[config.mk]
export PLATFORM = sky130hd
export DESIGN_NAME = demux_fifo_n_flat
export DESIGN_NICKNAME = d
export VERILOG_FILES = /design/src/rtl/demux_fifo_n_if.sv /design/src/rtl/demux_fifo_n.sv /design/src/flat_wrapper.sv
export SDC_FILE = /design/constraint.sdc
export NUM_CORES = 1
export LEC_CHECK = 0
export CAP_MARGIN = 20
export CORE_AREA = 2 2 102 104
export CTS_CLUSTER_SIZE = 25
export DETAILED_ROUTE_END_ITERATION = 16
export DIE_AREA = 0 0 104 106
export GPL_ROUTABILITY_DRIVEN = 0
export PLACE_DENSITY = 0.79
export SETUP_SLACK_MARGIN = 0.02
export SYNTH_ARGS = -nofsm -noshare
export SYNTH_HDL_FRONTEND = slang
export SYNTH_SLANG_ARGS = --single-unit
[constraint.sdc]
create_clock -name clk -period 3.1 [get_ports clk]
set_clock_uncertainty 0.05 [all_clocks]
set_input_delay 0.465 -clock clk [delete_from_list [all_inputs] [get_ports clk]]
set_output_delay 0.465 -clock clk [all_outputs]
set_load 0.1 [all_outputs]
[src/rtl/demux_fifo_n_if.sv]
// Bus bundle for demux_fifo_n: one shared write port, per-channel pop strobes and status.
// The master side is the producer/consumer environment; the slave side is the demux itself.
interface demux_fifo_n_if #(
    parameter int BITNUMBER = 5,
    parameter int CHANNELS  = 4,
    parameter int SELW      = 2
);
    logic                          valid_in;
    logic [SELW-1:0]               sel_in;
    logic [BITNUMBER-1:0]          data_in;
    logic [CHANNELS-1:0]           pop;
    logic [CHANNELS*BITNUMBER-1:0] data_out;
    logic [CHANNELS-1:0]           valid_out;
    logic [CHANNELS-1:0]           full;
    logic [7:0]                    drop_count;

    modport master (
        output valid_in, sel_in, data_in, pop,
        input  data_out, valid_out, full, drop_count
    );

    modport slave (
        input  valid_in, sel_in, data_in, pop,
        output data_out, valid_out, full, drop_count
    );
endinterface

[src/rtl/demux_fifo_n.sv]
// Routes a single input word stream into CHANNELS first-word-fall-through FIFOs,
// dropping (and counting) words aimed at a missing or full channel.
module demux_fifo_n #(
    parameter int BITNUMBER = 5,
    parameter int CHANNELS  = 4,
    parameter int SELW      = 2,
    parameter int DEPTH     = 4
) (
    input logic           clk,
    input logic           reset,
    demux_fifo_n_if.slave bus
);
    localparam int PW = $clog2(DEPTH);
    localparam int CW = PW + 1;

    logic [BITNUMBER-1:0] mem_q    [CHANNELS][DEPTH];
    logic [BITNUMBER-1:0] mem_d    [CHANNELS][DEPTH];
    logic [PW-1:0]        rd_ptr_q [CHANNELS];
    logic [PW-1:0]        rd_ptr_d [CHANNELS];
    logic [PW-1:0]        wr_ptr_q [CHANNELS];
    logic [PW-1:0]        wr_ptr_d [CHANNELS];
    logic [CW-1:0]        count_q  [CHANNELS];
    logic [CW-1:0]        count_d  [CHANNELS];
    logic [7:0]           drop_count_q;
    logic [7:0]           drop_count_d;

    logic sel_ok;
    logic drop;
    logic wr_k;
    logic pop_k;

    // A full channel still accepts a write when its head is popped in the same cycle.
    always_comb begin
        mem_d    = mem_q;
        rd_ptr_d = rd_ptr_q;
        wr_ptr_d = wr_ptr_q;
        count_d  = count_q;
        wr_k     = 1'b0;
        pop_k    = 1'b0;
        sel_ok   = (32'(bus.sel_in) < CHANNELS);
        drop     = bus.valid_in && !sel_ok;

        for (int k = 0; k < CHANNELS; k++) begin
            wr_k  = 1'b0;
            pop_k = bus.pop[k] && (count_q[k] != '0);
            if (bus.valid_in && sel_ok && (32'(bus.sel_in) == k)) begin
                if ((count_q[k] != CW'(DEPTH)) || bus.pop[k]) begin
                    wr_k = 1'b1;
                end else begin
                    drop = 1'b1;
                end
            end
            if (wr_k) begin
                mem_d[k][wr_ptr_q[k]] = bus.data_in;
                wr_ptr_d[k]           = wr_ptr_q[k] + 1'b1;
            end
            if (pop_k) begin
                rd_ptr_d[k] = rd_ptr_q[k] + 1'b1;
            end
            count_d[k] = count_q[k] + CW'(wr_k) - CW'(pop_k);
        end

        drop_count_d = drop_count_q;
        if (drop && (drop_count_q != 8'hFF)) begin
            drop_count_d = drop_count_q + 8'd1;
        end
    end

    always_ff @(posedge clk or negedge reset) begin
        if (!reset) begin
            mem_q        <= '{default: '0};
            rd_ptr_q     <= '{default: '0};
            wr_ptr_q     <= '{default: '0};
            count_q      <= '{default: '0};
            drop_count_q <= 8'd0;
        end else begin
            mem_q        <= mem_d;
            rd_ptr_q     <= rd_ptr_d;
            wr_ptr_q     <= wr_ptr_d;
            count_q      <= count_d;
            drop_count_q <= drop_count_d;
        end
    end

    // Heads are gated to zero on empty channels so stale memory never leaks out.
    always_comb begin
        bus.data_out  = '0;
        bus.valid_out = '0;
        bus.full      = '0;
        for (int k = 0; k < CHANNELS; k++) begin
            bus.valid_out[k] = (count_q[k] != '0);
            bus.full[k]      = (count_q[k] == CW'(DEPTH));
            if (count_q[k] != '0) begin
                bus.data_out[k*BITNUMBER +: BITNUMBER] = mem_q[k][rd_ptr_q[k]];
            end
        end
    end

    assign bus.drop_count = drop_count_q;
endmodule

[src/flat_wrapper.sv]
// flat-port wrapper written by rule: the top's interface ports become plain ports
module demux_fifo_n_flat 
#(
    parameter int BITNUMBER = 5,
    parameter int CHANNELS  = 4,
    parameter int SELW      = 2,
    parameter int DEPTH     = 4
)
  (clk, reset, bus_valid_in, bus_sel_in, bus_data_in, bus_pop, bus_data_out, bus_valid_out, bus_full, bus_drop_count);
  demux_fifo_n_if #(.BITNUMBER(BITNUMBER), .CHANNELS(CHANNELS), .SELW(SELW)) bus_i ();
  input logic clk;
  input logic reset;
  input wire logic [$bits(bus_i.valid_in)-1:0] bus_valid_in;
  input wire logic [$bits(bus_i.sel_in)-1:0] bus_sel_in;
  input wire logic [$bits(bus_i.data_in)-1:0] bus_data_in;
  input wire logic [$bits(bus_i.pop)-1:0] bus_pop;
  output wire logic [$bits(bus_i.data_out)-1:0] bus_data_out;
  output wire logic [$bits(bus_i.valid_out)-1:0] bus_valid_out;
  output wire logic [$bits(bus_i.full)-1:0] bus_full;
  output wire logic [$bits(bus_i.drop_count)-1:0] bus_drop_count;
  assign bus_i.valid_in = bus_valid_in;
  assign bus_i.sel_in = bus_sel_in;
  assign bus_i.data_in = bus_data_in;
  assign bus_i.pop = bus_pop;
  assign bus_data_out = bus_i.data_out;
  assign bus_valid_out = bus_i.valid_out;
  assign bus_full = bus_i.full;
  assign bus_drop_count = bus_i.drop_count;
  demux_fifo_n #(.BITNUMBER(BITNUMBER), .CHANNELS(CHANNELS), .SELW(SELW), .DEPTH(DEPTH)) u_core (.clk(clk), .reset(reset), .bus(bus_i));
endmodule
==> impl_metrics.tcl <==
set metrics [dict create \
    slowest_delay_ns 0.60 \
    clock.fmax_ghz 0.383 \
    cts-htree-levels 4 \
    min_period_ns 2.61 \
    dp_cells 573 \
    ant_nets 0 \
    status "finished, final reports clean" \
    netlist.area_leader.share_pct 51.4 \
    syn_inst 405 \
    ys_top_cells_by_count "dfrtp_1, mux2_1, nand2_1" \
    critPathSlowestCell "dfrtp_1" \
    rsz0062_at_grt "false" \
    overflow 0 \
    cts_root_buf "clkbuf_8" \
    max_cap_violations 0 \
    netlist_area_sq_um 5650 \
    cts_made_buffers 17 \
    initial_core_util_pct 56.5 \
    slew_headroom_pct 59.1 \
    synth_flop_cell "dfrtp_1" \
    cp_max_fo 7 \
    synth-edff-count 0 \
    cts.sinks 116 \
    dp_hpwl_mm 7.05 \
    pin_count 50 \
    viasPerCell 5.36 \
    report.final.hold_viol_count 0 \
    end_kind "output port" \
    layout.cells.non_filler 606 \
    dr.pass1.iters 4 \
    ys_ff_latch 116 \
    post_cts_buffers 0 \
    nNetsFinal 500 \
    clk_latency_ns 0.51 \
    cts_tree "built" \
    vias 3251 \
    antenna_found_initial 0 \
    die_w_microns 104 \
    cp_cell_sequence "mux4_2, and2_1, buf_4" \
    tightest_slew_ns 0.611 \
    setup-tns-final_ns 0 \
    wl_per_cell_microns 17.0 \
    cp_data_arrival_time_ns 2.10 \
    worstPathRequired_ns 2.58 \
    critPathLaunchType "flip-flop" \
    grt_start_max_net_pins 96 \
    clkTransAtPathRegs_ns 0.06 \
    synthArstFlopShare_pct 100 \
    synth_area_per_cell_sq_um 13.9 \
    grt_pass1_vias 3492 \
    drive_gt1_share_pct 23.0 \
    hold_path_class "primary input to asynchronous set/reset pin" \
    grt_pass1_wl_mm 17.2 \
    yosysSeqAreaShare_pct 51.4 \
    clockBufferDepth 2 \
    area_growth_pct 19.1 \
    cp_top_family "flip-flops" \
    core_sq_um 10000 \
    syn_nets 448 \
    route.detailed.drc 0 \
    setup_violations 0 \
    die_y_microns 106 \
    final_core_util_pct 67.3 \
    synth_area_leaders "dfrtp_1, mux2_1, mux4_2, ha_1, and2_1" \
    grt_usage_pct 20.6 \
    ys_warn_count 0 \
    period_share_pct 84.2 \
    row_count 37 \
    synth_area_leader_cell "dfrtp_1" \
    synth.most_common_cell "dfrtp_1" \
    crit_buf_inv 1 \
    die-area_sq_um 11000 \
    routed_wl_mm 10.3 \
    diodes 0 \
    ys_types 26 \
    io_buffers 49 \
    maxSlewViolCount 0 \
    drtIter0Drc 86 \
    criticalPathCategory "flip-flop to output port" \
]
[routing by layer]
layer | GRT usage, % | vias to the layer above | part of all wire, %
met5 | 0 | - | 0
met2 | 34.8 | 49 | 50
met1 | 25.3 | 1678 | 44
li1 | - | 1505 | -
met4 | 9.27 | 0 | 2.3
met3 | 4.84 | 19 | 3.2
[path summary, 6_finish.rpt]
kind | from | to | slack, ns | cells past startpoint
setup / recovery | u_core.rd_ptr_q[2] | bus_data_out[11] | 0.49 | 3
hold / removal | reset | u_core.mem_q[79] | 0.35 | 2
setup reg to reg | u_core.count_q[2] | u_core.count_q[2] | 0.57 | 8
hold reg to reg | u_core.mem_q[70] | u_core.mem_q[70] | 0.43 | 1
max in group asynchronous | reset | u_core.mem_q[52] | 1.86 | 3
min in group clk | u_core.mem_q[70] | u_core.mem_q[70] | 0.43 | 1
[final cells by class]
cell class,count,area (sq um)
sequential,116,2900
fill,756,3270
clock inverter,10,108
inverter,24,90.1
tap,136,170
timing repair buffer,51,428
clock buffer,22,443
multi-input combinational,247,2590
[worst reg2reg max path: stages (launching register included)]
cell,delay (ns)
dfrtp_1,0.42
or3_1,0.50
and2_1,0.26
ha_1,0.29
inv_1,0.04
ha_1,0.19
fa_1,0.37
xor2_1,0.16
xnor2_1,0.13
[registers in the layout, summed over array words and instances, names as in the netlist]
signal                 flops
u_core.count_q            12
u_core.rd_ptr_q            8
u_core.bus.drop_count      8
u_core.mem_q              80
u_core.wr_ptr_q            8
[repair_timing]
action / in CTS / in global routing
hold buffers: 1 / 0
hold endpoints to repair: 21 / 0
resized for setup: 0 / 0
endpoints found under the setup margin: 0 / 0
[per-stage QoR]
step / worst slack [ns] / instance area [sq um] / hold slack, ns
after floorplan: 0.0906 / 5650 / 0.119
after global placement: 0.609 / 6170 / 0.330
after detailed placement: 0.538 / 6170 / 0.331
after CTS: 0.442 / 6730 / 0.333
after global routing: 0.389 / 6730 / 0.363
final: 0.488 / 6730 / 0.346
[cell usage in the layout, fill, tap and decap left out, drive strengths merged, types with 3 or more instances in the layout]
| master | instances |
|---|---|
| and3 | 5 |
| clkdlybuf4s50 | 12 |
| xnor2 | 13 |
| ha | 25 |
| nand2 | 28 |
| xor2 | 11 |
| nor3 | 5 |
| clkinv | 5 |
| clkinvlp | 3 |
| clkbuf | 22 |
| or3 | 4 |
| mux4 | 20 |
| buf | 38 |
| dfrtp | 116 |
| o21ai | 5 |
| nor4b | 6 |
| fa | 4 |
| mux2 | 84 |
| and2 | 24 |
| inv | 24 |
| nand2b | 3 |
[cell families after synthesis]
logic type                 synth area share, %
DFF                                       51.4
adders and majority gates                 6.95
muxes                                     25.1
and+or+nand+nor                           9.46
buffers and inverters                     2.79
xor gates and xnor gates                  3.72
AOI/OAI and AO/OA                        0.620
Power is not shown: default switching activity piles up to over one toggle a cycle in this logic, so the estimate is an artifact.
